### src/rtl/ps2_pkg.sv
// rtl/ps2_pkg.sv - shared constants, parser states and event word layout for the PS/2 scan controller
// Purpose: single source for scancode-set-2 byte values, parser state encoding,
//          the Pause sequence length and the 10-bit event word {ext, brk, code}.
// Ports:   none (package).
package ps2_pkg;

  localparam logic [7:0] PS2_E0     = 8'hE0;
  localparam logic [7:0] PS2_F0     = 8'hF0;
  localparam logic [7:0] PS2_E1     = 8'hE1;
  localparam logic [7:0] PS2_BAT_OK = 8'hAA;
  localparam logic [7:0] PS2_ACK    = 8'hFA;
  localparam logic [7:0] PS2_RESEND = 8'hFE;
  localparam logic [7:0] PS2_ECHO   = 8'hEE;
  localparam logic [7:0] PS2_ERR0   = 8'h00;
  localparam logic [7:0] PS2_ERR1   = 8'hFF;

  // Pause is E1 followed by seven more bytes; it is reported as extended 77.
  localparam int         PAUSE_SKIP = 7;
  localparam logic [7:0] PAUSE_CODE = 8'h77;

  localparam int EVT_W        = 10;
  localparam int EVT_CODE_LSB = 0;
  localparam int EVT_CODE_MSB = 7;
  localparam int EVT_BRK_BIT  = 8;
  localparam int EVT_EXT_BIT  = 9;

  typedef enum logic [2:0] {
    ST_IDLE    = 3'd0,
    ST_EXT     = 3'd1,
    ST_BRK     = 3'd2,
    ST_EXT_BRK = 3'd3,
    ST_PAUSE   = 3'd4
  } parse_state_t;

  function automatic logic is_prefix(input logic [7:0] b);
    return (b == PS2_E0) || (b == PS2_F0) || (b == PS2_E1);
  endfunction

  // Keyboard status / protocol bytes that never represent a key.
  function automatic logic is_dropped(input logic [7:0] b);
    return (b == PS2_BAT_OK) || (b == PS2_ACK) || (b == PS2_RESEND) ||
           (b == PS2_ECHO)   || (b == PS2_ERR0) || (b == PS2_ERR1);
  endfunction

  function automatic logic [EVT_W-1:0] pack_evt(input logic [7:0] code,
                                                input logic       ext,
                                                input logic       brk);
    logic [EVT_W-1:0] w;
    w = '0;
    w[EVT_CODE_MSB:EVT_CODE_LSB] = code;
    w[EVT_BRK_BIT]               = brk;
    w[EVT_EXT_BIT]               = ext;
    return w;
  endfunction

endpackage

### src/rtl/ps2_evt_fifo.sv
// rtl/ps2_evt_fifo.sv - synchronous show-ahead FIFO for decoded key events
// Purpose: DEPTH-entry buffer; head always presents the oldest entry (zero when empty).
// Ports:   clk, reset (sync, active-high); push/push_data write; pop consumes head;
//          head, full, empty status; overflow is sticky when a push is dropped.
module ps2_evt_fifo #(
  parameter int DEPTH = 4,
  parameter int WIDTH = 10
) (
  input  logic             clk,
  input  logic             reset,
  input  logic             push,
  input  logic [WIDTH-1:0] push_data,
  input  logic             pop,
  output logic [WIDTH-1:0] head,
  output logic             full,
  output logic             empty,
  output logic             overflow
);

  localparam int             AW       = $clog2(DEPTH);
  localparam logic [AW:0]    FULL_CNT = (AW + 1)'(DEPTH);

  logic [WIDTH-1:0] mem [DEPTH];
  logic [AW-1:0]    wr_ptr;
  logic [AW-1:0]    rd_ptr;
  logic [AW:0]      count;
  logic             do_push;
  logic             do_pop;

  assign full    = (count == FULL_CNT);
  assign empty   = (count == '0);
  assign do_pop  = pop && !empty;
  // A simultaneous pop frees the slot the write lands in, so full does not block it.
  assign do_push = push && (!full || do_pop);

  always_ff @(posedge clk) begin
    if (do_push) begin
      mem[wr_ptr] <= push_data;
    end
  end

  always_ff @(posedge clk) begin
    if (reset) begin
      wr_ptr   <= '0;
      rd_ptr   <= '0;
      count    <= '0;
      overflow <= 1'b0;
    end else begin
      if (do_push) begin
        wr_ptr <= wr_ptr + 1'b1;
      end
      if (do_pop) begin
        rd_ptr <= rd_ptr + 1'b1;
      end
      case ({do_push, do_pop})
        2'b10:   count <= count + 1'b1;
        2'b01:   count <= count - 1'b1;
        default: count <= count;
      endcase
      if (push && !do_push) begin
        overflow <= 1'b1;
      end
    end
  end

  assign head = empty ? '0 : mem[rd_ptr];

endmodule

### src/rtl/ps2_scan_ctrl.sv
// rtl/ps2_scan_ctrl.sv - PS/2 scancode set 2 sequence parser with repeat filter and event FIFO
// Purpose: turns receiver bytes into {code, ext, brk} key events, drops typematic
//          repeats, abandons stalled sequences and buffers events for the consumer.
// Ports:   clk, reset (sync, active-high); rx_data/rx_done byte input;
//          evt_code/evt_ext/evt_break/evt_valid/evt_ready event handshake;
//          fifo_overflow sticky drop flag; seq_error one-cycle error pulse.
module ps2_scan_ctrl #(
  parameter int FIFO_DEPTH     = 4,
  parameter int TIMEOUT_CYCLES = 2000000,
  parameter int FILTER_REPEAT  = 1
) (
  input  logic       clk,
  input  logic       reset,
  input  logic [7:0] rx_data,
  input  logic       rx_done,
  output logic [7:0] evt_code,
  output logic       evt_ext,
  output logic       evt_break,
  output logic       evt_valid,
  input  logic       evt_ready,
  output logic       fifo_overflow,
  output logic       seq_error
);

  import ps2_pkg::*;

  localparam int               CNT_W    = (TIMEOUT_CYCLES > 2) ? $clog2(TIMEOUT_CYCLES) : 1;
  localparam logic [CNT_W-1:0] CNT_LAST = CNT_W'(TIMEOUT_CYCLES - 1);

  parse_state_t     state;
  parse_state_t     state_next;
  logic [2:0]       skip;
  logic [2:0]       skip_next;
  logic [CNT_W-1:0] tmo_cnt;
  logic             timeout;

  logic             emit;
  logic [7:0]       emit_code;
  logic             emit_ext;
  logic             emit_brk;
  logic             emit_pause;
  logic             bad_prefix;

  logic [7:0]       lm_code;
  logic             lm_ext;
  logic             lm_valid;
  logic             lm_match;
  logic             repeat_hit;
  logic             push;

  logic [EVT_W-1:0] head;
  logic             fifo_full;
  logic             fifo_empty;
  logic             pop;

  // A byte arriving on the expiry cycle wins; the counter restarts instead.
  assign timeout = !rx_done && (state != ST_IDLE) && (tmo_cnt == CNT_LAST);

  always_comb begin
    state_next = state;
    skip_next  = skip;
    emit       = 1'b0;
    emit_code  = rx_data;
    emit_ext   = 1'b0;
    emit_brk   = 1'b0;
    emit_pause = 1'b0;
    bad_prefix = 1'b0;
    if (rx_done) begin
      case (state)
        ST_IDLE: begin
          if (rx_data == PS2_E0) begin
            state_next = ST_EXT;
          end else if (rx_data == PS2_F0) begin
            state_next = ST_BRK;
          end else if (rx_data == PS2_E1) begin
            state_next = ST_PAUSE;
            skip_next  = 3'(PAUSE_SKIP);
          end else if (!is_dropped(rx_data)) begin
            emit = 1'b1;
          end
        end
        ST_EXT: begin
          if (rx_data == PS2_F0) begin
            state_next = ST_EXT_BRK;
          end else if (is_prefix(rx_data)) begin
            bad_prefix = 1'b1;
            state_next = ST_IDLE;
          end else begin
            emit       = 1'b1;
            emit_ext   = 1'b1;
            state_next = ST_IDLE;
          end
        end
        ST_BRK, ST_EXT_BRK: begin
          state_next = ST_IDLE;
          if (is_prefix(rx_data)) begin
            bad_prefix = 1'b1;
          end else begin
            emit     = 1'b1;
            emit_brk = 1'b1;
            emit_ext = (state == ST_EXT_BRK);
          end
        end
        ST_PAUSE: begin
          skip_next = skip - 3'd1;
          if (skip == 3'd1) begin
            emit       = 1'b1;
            emit_pause = 1'b1;
            emit_code  = PAUSE_CODE;
            emit_ext   = 1'b1;
            state_next = ST_IDLE;
          end
        end
        default: begin
          state_next = ST_IDLE;
        end
      endcase
    end else if (timeout) begin
      state_next = ST_IDLE;
    end
  end

  // Pause has no break code and never auto-repeats, so it bypasses the filter;
  // otherwise a second Pause press would be swallowed until another key moved.
  assign lm_match   = lm_valid && (lm_code == emit_code) && (lm_ext == emit_ext);
  assign repeat_hit = (FILTER_REPEAT != 0) && emit && !emit_brk && !emit_pause && lm_match;
  assign push       = emit && !repeat_hit;
  assign pop        = !fifo_empty && evt_ready;

  always_ff @(posedge clk) begin
    if (reset) begin
      state     <= ST_IDLE;
      skip      <= '0;
      tmo_cnt   <= '0;
      seq_error <= 1'b0;
    end else begin
      state     <= state_next;
      skip      <= skip_next;
      seq_error <= bad_prefix || timeout;
      if (rx_done || timeout) begin
        tmo_cnt <= '0;
      end else if (state != ST_IDLE) begin
        tmo_cnt <= tmo_cnt + 1'b1;
      end
    end
  end

  always_ff @(posedge clk) begin
    if (reset) begin
      lm_code  <= '0;
      lm_ext   <= 1'b0;
      lm_valid <= 1'b0;
    end else if (emit && !emit_pause) begin
      if (!emit_brk) begin
        if (!repeat_hit) begin
          lm_code  <= emit_code;
          lm_ext   <= emit_ext;
          lm_valid <= 1'b1;
        end
      end else if (lm_match) begin
        lm_valid <= 1'b0;
      end
    end
  end

  ps2_evt_fifo #(
    .DEPTH (FIFO_DEPTH),
    .WIDTH (EVT_W)
  ) u_fifo (
    .clk       (clk),
    .reset     (reset),
    .push      (push),
    .push_data (pack_evt(emit_code, emit_ext, emit_brk)),
    .pop       (pop),
    .head      (head),
    .full      (fifo_full),
    .empty     (fifo_empty),
    .overflow  (fifo_overflow)
  );

  assign evt_valid = !fifo_empty;
  assign evt_code  = head[EVT_CODE_MSB:EVT_CODE_LSB];
  assign evt_ext   = head[EVT_EXT_BIT];
  assign evt_break = head[EVT_BRK_BIT];

endmodule

### config.mk
export PLATFORM = sky130hd
export DESIGN_NAME = ps2_scan_ctrl
export DESIGN_NICKNAME = d
export VERILOG_FILES = /design/src/rtl/ps2_pkg.sv /design/src/rtl/ps2_evt_fifo.sv /design/src/rtl/ps2_scan_ctrl.sv
export SDC_FILE = /design/constraint.sdc
export NUM_CORES = 1
export LEC_CHECK = 0
export BUFFER_PORTS_ARGS = -buffer_cell sky130_fd_sc_hd__buf_4
export CAP_MARGIN = 20
export CORE_ASPECT_RATIO = 1.5
export CORE_MARGIN = 2
export CORE_UTILIZATION = 38
export CTS_CLUSTER_SIZE = 8
export DETAILED_ROUTE_END_ITERATION = 8
export PLACE_DENSITY_LB_ADDON = 0.3
export SYNTH_ARGS = -nofsm -noshare
export SYNTH_HDL_FRONTEND = slang
export SYNTH_SLANG_ARGS = --single-unit
### constraint.sdc
create_clock -name clk -period 3.58 [get_ports clk]
set_input_delay 0.358 -clock clk [delete_from_list [all_inputs] [get_ports clk]]
set_output_delay 0.358 -clock clk [all_outputs]
set_load 0.05 [all_outputs]
# ---- Word level (Yosys, flattened, before mapping)
# Memories as Yosys holds them, arrays and structs flattened. A register that Yosys moved wholly into a read port is not among the register bits.
# Cells that the tools add are included.
# Widths: inputs -> output; s select.
dict set report op_classes {
  n_addsub 6
  eq_ne 26
  muxes 44
  bitwise_logic 2
  reduce_logical 43
}
# op n
set op_table {}
lappend op_table {{$eq 8x8->1 const B} 8}
lappend op_table {{$mux 3} 9}
lappend op_table {{$mux 8} 3}
lappend op_table {{$mux 1} 22}
lappend op_table {{$add 21x1->21 const B} 1}
lappend op_table {{$eq 21x21->1 const B} 1}
lappend op_table {{$logic_and 1x1->1} 13}
lappend op_table {{$pmux 3 s2} 2}
lappend op_table {{$logic_or 1x1->1} 10}
lappend op_table {{$mux 10} 1}
lappend op_table {{$pmux 3 s3} 1}
lappend op_table {{$reduce_and 3->1} 3}
lappend op_table {{$eq 8x8->1} 1}
lappend op_table {{$logic_not 8->1} 1}
lappend op_table {{$ne 2x2->1 const B} 4}
lappend op_table {{$logic_not 1->1} 7}
lappend op_table {{$eq 3x1->1 const B} 2}
lappend op_table {{$eq 3x2->1 const B} 2}
lappend op_table {{$eq 3x3->1 const B} 2}
lappend op_table {{$logic_not 3->1} 2}
lappend op_table {{$mux 2} 3}
lappend op_table {{$reduce_bool 2->1} 3}
lappend op_table {{$sub 3x1->3 const B} 2}
lappend op_table {{$ne 5x5->1 const B} 1}
lappend op_table {{other kinds (14)} 17}
dict set report word_totals {
  reg_bits 46
  mem_bits_rw 40
  inputBits 12
  output_inout_bits 13
  wordCells 133
  n_memories 1
}
# memory depth word_bits read_ports rd_clocked_by_memory_dff wr line_no
set mem_list {}
lappend mem_list {u_fifo.mem 4 10 1 1 1 ps2_evt_fifo.sv:23} ;# logic [WIDTH-1:0] mem [DEPTH];

# ---- Logic depth before layout (Yosys ltp)
# Gate-level depths: netlist of run 1.
dict set report depth {
  depth_word 20
  ltp_mapped 16
  mapped_depth_nobuf 15
}

# ---- Cells and area by module
# From an unflattened synthesis of run 1, not the netlist that was laid out.
dict set report unflattened {
  cells_unflattened 403
  area_unflattened_um2 4393.0
}
# module instances cells_per_inst area_per_inst_um2 seq_area_each_um2
set by_module_without_submodules {}
lappend by_module_without_submodules {ps2_scan_ctrl 1 270 2263.4 760.7}
lappend by_module_without_submodules {ps2_evt_fifo 1 133 2129.5 1401.3}

# ---- Least setup slack after synthesis of run 1
# OpenSTA, ideal clock, no wires.
dict set report synth_path {
  path_type {reg-to-reg}
  startpoint {reg state[1]}
  endpoint {reg u_fifo.count[2]}
  setup_time_ps 71
  t_arrival_ps 3246
  path_slack_ps 264
  stages_incl_launch_ff 16
  path_buffers 2
  period_less_slack_ps 3316
  cell_sequence {dfxtp_1 buf_6 or3b_4 or2_1 buf_6 a221oi_2 o221ai_2 nor4b_2 nor2_1 inv_1 ha_1 inv_1 fa_1 xor2_1 or3_1 a21oi_1}
}
dict set report synth_between {
  elab_chain_cells 13
  elab_cells_between_ends 33
}
# element line_no
set synth_lines {}
lappend synth_lines {{start, declared} ps2_scan_ctrl.sv:30} ;# parse_state_t state;
lappend synth_lines {{start signal, assigned} ps2_scan_ctrl.sv:137} ;# state <= state_next;
lappend synth_lines {{branches (longest 9 deep; another with $mux 8)} n/a}
lappend synth_lines {{$logic_and 1x1->1 (*)} ps2_scan_ctrl.sv:127} ;# assign push = emit && !repeat_hit;
lappend synth_lines {{$logic_and 1x1->1 (*)} ps2_evt_fifo.sv:34} ;# assign do_push = push && (!full || do_pop);
lappend synth_lines {{$eq 2x1->1 / $eq 2x2->1 (equally long branches)} ps2_evt_fifo.sv:55} ;# case ({do_push, do_pop})
lappend synth_lines {{$pmux 3 s2 / $reduce_bool 2->1 (equally long branches)} n/a}
lappend synth_lines {{end signal, assigned} ps2_evt_fifo.sv:56} ;# 2'b10: count <= count + 1'b1;
lappend synth_lines {{end signal, assigned} ps2_evt_fifo.sv:57} ;# 2'b01: count <= count - 1'b1;
lappend synth_lines {{end signal, assigned} ps2_evt_fifo.sv:58} ;# default: count <= count;
lappend synth_lines {{end, declared} ps2_evt_fifo.sv:26} ;# logic [AW:0] count;
# Mark *: on every way between the ends.
# A chain may end at the register's enable or synchronous reset.

# ---- Worst setup path after layout of run 1
dict set report layout_path {
  startpoint {reg skip[1]}
  endpoint {reg u_fifo.count[2]}
}
dict set report layout_between {
  elab_chain_cells 13
  elab_cells_between_ends 26
}
# element line_no
set layout_lines {}
lappend layout_lines {{start, declared} ps2_scan_ctrl.sv:32} ;# logic [2:0] skip;
lappend layout_lines {{start signal, assigned} ps2_scan_ctrl.sv:138} ;# skip <= skip_next;
lappend layout_lines {{$eq 3x1->1 (*)} ps2_scan_ctrl.sv:106} ;# if (skip == 3'd1) begin
lappend layout_lines {{$mux 8 (*)} ps2_scan_ctrl.sv:106}
lappend layout_lines {{$mux 8 (*)} ps2_scan_ctrl.sv:69} ;# case (state)
lappend layout_lines {{$mux 8 (*)} ps2_scan_ctrl.sv:68} ;# if (rx_done) begin
lappend layout_lines {{named net emit_code[2]} ps2_scan_ctrl.sv:38} ;# logic [7:0] emit_code;
lappend layout_lines {{$eq 8x8->1 (*)} ps2_scan_ctrl.sv:125} ;# assign lm_match = lm_valid && (lm_code == emit_code) && (lm_ext == emit_ext);
lappend layout_lines {{$logic_and 1x1->1 (*) (2 in a row)} ps2_scan_ctrl.sv:125}
lappend layout_lines {{$logic_and 1x1->1 (*)} ps2_scan_ctrl.sv:126} ;# assign repeat_hit = (FILTER_REPEAT != 0) && emit && !emit_brk && !emit_pause && lm_match;
lappend layout_lines {{$logic_not 1->1 (*)} n/a}
lappend layout_lines {{$logic_and 1x1->1 (*)} ps2_scan_ctrl.sv:127}
lappend layout_lines {{$logic_and 1x1->1 (*)} ps2_evt_fifo.sv:34}
lappend layout_lines {{$eq 2x1->1 / $eq 2x2->1 (equally long branches)} ps2_evt_fifo.sv:55}
lappend layout_lines {{$pmux 3 s2 / $reduce_bool 2->1 (equally long branches)} n/a}
# Mark *: on every way through the listed nets, which the timed path passes. The rest lies on a longest branch.

==> results of run 1 <==
-- cells in the final DEF, fill, tap and decap left out, types with 3 or more instances in the layout --
cell,n
a211oi_1,3
a21oi_1,15
and2_1,15
and4_1,3
buf_4,30
clkbuf_16,9
dfxtp_1,48
edfxtp_1,40
ha_1,8
inv_1,15
mux2i_1,10
mux4_2,10
nand2_1,18
nand2b_1,6
nand3_1,7
nand4_1,7
nor2_1,55
nor2b_1,6
nor3_1,9
nor4_1,3
o21ai_0,5
or2b_1,5
or3_1,5
xnor2_1,7
xor2_1,17
-- power groups by stage --
| stage | Sequential (mW) | Clock, mW | Combinational, mW |
|---|---|---|---|
| after floorplan | 1.17 | 0 | 0.600 |
| after global placement | 1.21 | 0 | 0.753 |
| after detailed placement | 1.22 | 0 | 0.762 |
| after CTS | 1.20 | 1.02 | 0.765 |
| after global routing | 1.21 | 1.06 | 0.817 |
| final | 1.19 | 0.998 | 0.752 |
-- state kept, by name, indices dropped and copies added (netlist names), 2 cells and up, named ones only --
register / cells
lm_code: 8
skip: 3
state: 3
tmo_cnt: 21
u_fifo.count: 3
u_fifo.mem: 40
u_fifo.rd_ptr: 2
u_fifo.wr_ptr: 2
-- metal layers --
layer / track usage / vias up
met4: 0.04040 / 0
li1: - / 1372
met1: 0.1780 / 1331
met2: 0.2546 / 39
met5: 0 / -
met3: 0.03769 / 7
-- cell families after synthesis --
group,after synthesis
xor gates and xnor gates,24
buffers and inverters,30
DFF,88
and+or+nand+nor,158
AOI/OAI and AO/OA,39
muxes,22
adders and majority gates,9
-- final timing paths --
check | slack, ns | from | to
hold / removal | 0.37 | rx_done | state[1]$_SDFFE_PP0P_
setup reg to reg | 0.30 | skip[1]$_SDFFE_PP0P_ | u_fifo.count[2]$_SDFFE_PP0P_
hold reg to reg | 0.45 | u_fifo.overflow$_SDFFE_PP0P_ | u_fifo.overflow$_SDFFE_PP0P_
setup / recovery | 0.30 | skip[1]$_SDFFE_PP0P_ | u_fifo.count[2]$_SDFFE_PP0P_
-- area by class of cell --
cell class	instances	area [µm²]
multi-input combinational	252	1809
sequential	88	2162
timing repair buffer	30	225.2
tap	144	180.2
clock inverter	7	93.84
fill	995	5781
inverter	15	56.30
clock buffer	9	225.2
-- worst register-to-register path, stage by stage, from the launching register on --
cell and delay (ns):
dfxtp_1 0.33, inv_1 0.06, ha_1 0.17, nand3b_1 0.17, or2_4 0.19, or2b_1 0.30, mux2_2 0.33, nor4b_2 0.32
nor2_1 0.10, inv_1 0.07, ha_1 0.16, inv_1 0.06, fa_1 0.37, xor2_1 0.16, or3_1 0.31, a21oi_1 0.13
-- through the flow --
| stage | utilization | power [mW] | worst slack [ns] | instances | hold WS (ns) |
|---|---|---|---|---|---|
| 6_report | 0.4512 | 2.942 | 0.2955 | 545 | 0.3678 |
| 5_1_grt | 0.4512 | 3.084 | 0.03357 | 545 | 0.4073 |
| 4_1_cts | 0.4509 | 2.978 | 0.1762 | 545 | 0.3624 |
| 3_5_place_dp | 0.4206 | 1.980 | 0.06381 | 529 | 0.4495 |
| 3_3_place_gp | 0.4206 | 1.967 | 0.1919 | 529 | 0.4474 |
| 2_1_floorplan | - | 1.772 | 0.2636 | 370 | 0.4613 |
==> impl_metrics.env, run 1 <==
export IMPL_status="completed"
export IMPL_crit_path_top_delay_cell="fa_1"
export IMPL_synth_mux_area_frac=0.08489
export IMPL_insertion_delay_ns=0.34
export IMPL_yosys_warnings=0
export IMPL_grt_overflow_total=0
export IMPL_synthCells=370
export IMPL_nets=417
export IMPL_crit_cells=15
export IMPL_cts_sinks=88
export IMPL_ys_types=56
export IMPL_hp_class="input port to flip-flop"
export IMPL_p_seq_frac=0.405
export IMPL_maxSlewHeadroom=0.4810
export IMPL_ioPinCount=25
export IMPL_drt_wl_total_um=7866
export IMPL_swShare=0.3118
export IMPL_port_buffers=24
export IMPL_grt_pass1_vias=2777
export IMPL_synth_compound_area_share=0.06931
export IMPL_wl_met2_um=4256
export IMPL_worstSetupPathType="flip-flop to flip-flop"
export IMPL_htree_levels=3
export IMPL_hpwl_um=5751
export IMPL_via_count=2749
export IMPL_p_leak_nw=1.693
export IMPL_start_util=0.3890
export IMPL_synth_yosys_seq_area_share=0.5276
export IMPL_ir_worst_vdd_mv=0.2703
export IMPL_post_cts_repair_setup_buffers=0
export IMPL_dieArea_um2=11650
export IMPL_cts_hold_buf=0
export IMPL_final_layout_size_suffix_gt1_frac=0.1771
export IMPL_finalCriticalPeriod_ns=3.284
export IMPL_finalMaxSlewViolations=0
export IMPL_cpMostUsedCell="inv_1"
export IMPL_slowest_delay_ns=0.37
export IMPL_cp_cell_sequence="inv_1, ha_1, nand3b_1, or2_4, or2b_1, mux2_2, nor4b_2, nor2_1, inv_1, ha_1, inv_1, fa_1, xor2_1, or3_1, a21oi_1"
export IMPL_drt_initial_drc_count=117
export IMPL_syn_nets=391
export IMPL_cts_resized=0
export IMPL_cp_arrival_ns=3.56
export IMPL_clk_pin_slew_ns=0.06
export IMPL_grt_use_total=0.1476
export IMPL_grt_max_degree=30
export IMPL_row_count=46
export IMPL_cts_buffers=9
export IMPL_firstDrtPassIters=4
export IMPL_yosys_area_share_simple=0.2061
export IMPL_switching_power_mw=0.9172
export IMPL_power_density_nw_per_um2=619.0
export IMPL_fmax_ghz=0.3045
export IMPL_syn_area_um2=4098
export IMPL_synthToLayoutAreaGrowth_pct=15.97
export IMPL_async_flop_share=0
export IMPL_synthTopCellsByArea="edfxtp_1 (29%), dfxtp_1 (23%), mux4_2 (5.5%), nor2_1 (5.0%), xor2_1 (3.6%)"
export IMPL_synth_edf_count=40
export IMPL_die_w_um=88.79
export IMPL_gp_congestion=0.7944
export IMPL_worstSetupStartpointType="flip-flop"
export IMPL_finalSetupViolCount=0
export IMPL_synth_commonest_cells="nor2_1 (55), dfxtp_1 (48), edfxtp_1 (40)"
export IMPL_hold_viol_final=0
export IMPL_ys_seq_elements=88
export IMPL_synth_most_common_cell="nor2_1"
export IMPL_worst_pin_slew_ns=0.7768
export IMPL_synth_adder_area_share=0.02931
export IMPL_synth_top_family_by_area="simple AND/OR/NAND/NOR gates"
export IMPL_yosysTopAreaCellShare=0.2931
export IMPL_n_antenna_cell=0
export IMPL_crit_fanout=6
export IMPL_period_share=0.9175
export IMPL_yosys_area_top_type="edfxtp_1"
export IMPL_core_um2=10530
export IMPL_min_path_cells=4
export IMPL_root_buffer="clkbuf_16"
export IMPL_die_y_um=131.2
export IMPL_dr_wl_met3_um=250
export IMPL_critPathTopFamily="simple AND/OR/NAND/NOR gates"
export IMPL_drt_met1_wl_um=3248
export IMPL_grt_pass1_wl_um=13470
export IMPL_crit_buf_inv=3
export IMPL_cts_tree="done"
export IMPL_maxCapViolations=0
export IMPL_cp_end_kind="flip-flop"
export IMPL_wl_per_cell_um=14.43
export IMPL_avgSynthCellArea_um2=11.07
export IMPL_critPathRequiredTime_ns=3.85
export IMPL_p_int_mw=2.024
export IMPL_viasPerCell=5.044
export IMPL_highest_layer="met4"
export IMPL_drcViolationCount=0
export IMPL_antenna_found_initial=0
export IMPL_synth_ff_type="dfxtp_1"
export IMPL_ant_nets=0
export IMPL_combPwrFrac=0.256
export IMPL_pwr_share_clk=0.339
export IMPL_skew_ns=0.008672
export IMPL_synth_xor_area_share=0.05130
export IMPL_rsz0062_at_grt="false"
export IMPL_fin_area_um2=4752
export IMPL_clk_path_buf_depth=2
export IMPL_place_area_um2=4431
export IMPL_reg2regPathDepth=15
export IMPL_tns_ns=0
No activity file was read; power rests on OpenSTA's default activity.
==> run 2: changes to the inputs <==
--- a/config.mk
+++ b/config.mk
@@ -5,13 +5,13 @@
 export SDC_FILE = /design/constraint.sdc
 export NUM_CORES = 1
 export LEC_CHECK = 0
-export BUFFER_PORTS_ARGS = -buffer_cell sky130_fd_sc_hd__buf_4
 export CAP_MARGIN = 20
 export CORE_ASPECT_RATIO = 1.5
 export CORE_MARGIN = 2
 export CORE_UTILIZATION = 38
 export CTS_CLUSTER_SIZE = 8
 export DETAILED_ROUTE_END_ITERATION = 8
+export DONT_BUFFER_PORTS = 1
 export PLACE_DENSITY_LB_ADDON = 0.3
 export SYNTH_ARGS = -nofsm -noshare
 export SYNTH_HDL_FRONTEND = slang
==> run 2 against run 1 <==
Clock power fell by 9.9%; worst hold slack got worse by 0.28 ns; non-clock buffer count fell by 24; global-route usage down 0.81 points; setup slack lost 0.0035 ns; clock skew decreased by 0.0038 ns; sequential share of layout area rose by 2.1 points; combinational power decreased by 15%.
==> impl_metrics.env, run 2 (synthesis results as in run 1) <==
export IMPL_p_leak_nw=1.566
export IMPL_ioPinCount=25
export IMPL_dieArea_um2=11650
export IMPL_layout_commonest_cell="nor2_1"
export IMPL_clk_pin_slew_ns=0.06
export IMPL_postLayoutSetupSlackWorst_ns=0.2920
export IMPL_maxCapViolations=0
export IMPL_drcViolationCount=0
export IMPL_post_place_ws_ns=0.1064
export IMPL_fmax_ghz=0.3041
export IMPL_hold_viol_final=0
export IMPL_antenna_found_initial=0
export IMPL_clk_path_buf_depth=2
export IMPL_root_buffer="clkbuf_16"
export IMPL_tns_ns=0
export IMPL_reg2reg_from="skip[1]$_SDFFE_PP0P_"
export IMPL_worstSetupPathType="flip-flop to flip-flop"
export IMPL_final_cell_mix="nor2_1 (55), dfxtp_1 (48), edfxtp_1 (40)"
export IMPL_gp_congestion=0.7846
export IMPL_wl_per_cell_um=14.85
export IMPL_post_cts_repair_setup_buffers=0
export IMPL_port_buffers=0
export IMPL_reg2reg_to="u_fifo.count[2]$_SDFFE_PP0P_"
export IMPL_drt_initial_drc_count=112
export IMPL_finalMaxSlewViolations=0
export IMPL_crit_fanout=11
export IMPL_drt_wl_total_um=7736
export IMPL_reg2regPathDepth=15
export IMPL_worst_pin_slew_ns=0.7935
export IMPL_finalCriticalPeriod_ns=3.288
export IMPL_grt_max_degree=30
export IMPL_start_util=0.3890
export IMPL_maxSlewHeadroom=0.4699
export IMPL_top_register="u_fifo.mem"
export IMPL_cts_buffers=9
export IMPL_skew_ns=0.004865
export IMPL_cp_end_kind="flip-flop"
export IMPL_period_share=0.9184
export IMPL_grt_pass1_wl_um=12520
export IMPL_rsz0062_at_grt="false"
export IMPL_grt_pass1_vias=2665
export IMPL_die_y_um=131.2
export IMPL_synthToLayoutAreaGrowth_pct=10.81
export IMPL_grt_overflow_total=0
export IMPL_critPathRequiredTime_ns=3.85
export IMPL_cts_hold_buf=0
export IMPL_hp_class="input port to flip-flop"
export IMPL_ir_worst_vdd_mv=0.2241
export IMPL_hpwl_um=5604
export IMPL_critPathCapture="u_fifo.count[2]$_SDFFE_PP0P_"
export IMPL_worstSetupStartpointType="flip-flop"
export IMPL_cts_sinks=88
export IMPL_insertion_delay_ns=0.34
export IMPL_startpoint="skip[1]$_SDFFE_PP0P_"
export IMPL_final_layout_size_suffix_gt1_frac=0.1247
export IMPL_nets=393
export IMPL_row_count=46
export IMPL_die_w_um=88.79
export IMPL_firstDrtPassIters=4
export IMPL_reg2reg_slack_ns=0.29
export IMPL_via_count=2675
export IMPL_top_regs="u_fifo.mem x40, tmo_cnt x21, lm_code x8"
export IMPL_grt_use_total=0.1395
export IMPL_core_um2=10530
export IMPL_viasPerCell=5.134
export IMPL_largest_register_ffs=40
export IMPL_htree_levels=3
export IMPL_cp_arrival_ns=3.56
export IMPL_cts_tree="done"
export IMPL_status="completed"
export IMPL_ant_nets=0
export IMPL_finalSetupViolCount=0
export IMPL_n_antenna_cell=0
export IMPL_power_density_nw_per_um2=601.4
==> run 2: cell count changes in the layout (fill, tap and decap cells not counted), sizes merged <==
cell | previous run | this run
clkinv | 2 | 4
buf | 30 | 6
bufinv | 2 | 1
clkbuf | 9 | 10
clkinvlp | 1 | 0
inv | 17 | 16
==> run 2: worst min path at each step <==
| stage | startpoint | end | slack, ns | cells after the start |
|---|---|---|---|---|
| floorplan | u_fifo.count[2]$_SDFFE_PP0P_ | u_fifo.count[2]$_SDFFE_PP0P_ | 0.46 | 2 |
| global placement | reset | seq_error$_SDFF_PP0_ | 0.44 | 1 |
| detailed placement | reset | state[1]$_SDFFE_PP0P_ | 0.44 | 1 |
| CTS | reset | u_fifo.overflow$_SDFFE_PP0P_ | 0.08 | 1 |
| global route | reset | u_fifo.count[2]$_SDFFE_PP0P_ | 0.08 | 1 |
| finish | reset | seq_error$_SDFF_PP0_ | 0.09 | 1 |
==> run 2: layout make-up <==
type                       instances  area [µm²]
clock buffer                      10       229.0
tap                              144       180.2
inverter                          15       56.30
multi-input combinational        252        1809
timing repair buffer               6       45.04
clock inverter                     6       58.81
fill                            1009        5992
sequential                        88        2162
==> run 2: report_power, final <==
group	leakage (nW)	total [mW]	switching [mW]	internal [mW]
sequential	0.755	1.19	0.0704	1.12
clock	0.146	0.899	0.361	0.538
combinational	0.664	0.638	0.432	0.206
total	1.57	2.73	0.864	1.87
==> run 2: per-layer routing <==
layer,GRT usage,part of all wire,up-vias
met5,0,0,-
met4,0.05724,0.022,0
met3,0.04397,0.046,9
met2,0.2359,0.52,36
met1,0.1581,0.42,1307
li1,-,-,1323
==> run 2: stage by stage <==
stage	util	power [mW]	hold slack [ns]	area (µm²)	cells
2_1_floorplan	-	1.772	0.4613	4098	370
3_3_place_gp	0.4035	1.854	0.4355	4250	505
3_5_place_dp	0.4035	1.866	0.4373	4250	505
4_1_cts	0.4309	2.770	0.07788	4538	521
5_1_grt	0.4311	2.863	0.07773	4541	521
6_report	0.4311	2.731	0.09107	4541	521
==> run 2: repair_timing <==
action                     4_1_cts  5_1_grt
resized for setup                0        1
hold endpoints to repair         0        0
setup endpoints to repair        0        1
==> run 2: critical path, stage by stage, from the launching register on <==
cell and delay [ns]:
dfxtp_1 0.32, inv_1 0.06, ha_1 0.17, nand3b_1 0.18, or2_4 0.22, or2b_1 0.30, mux2_2 0.33, nor4b_2 0.30
nor2_1 0.10, inv_1 0.06, ha_1 0.16, inv_1 0.06, fa_1 0.37, xor2_1 0.16, or3_1 0.31, a21oi_1 0.14
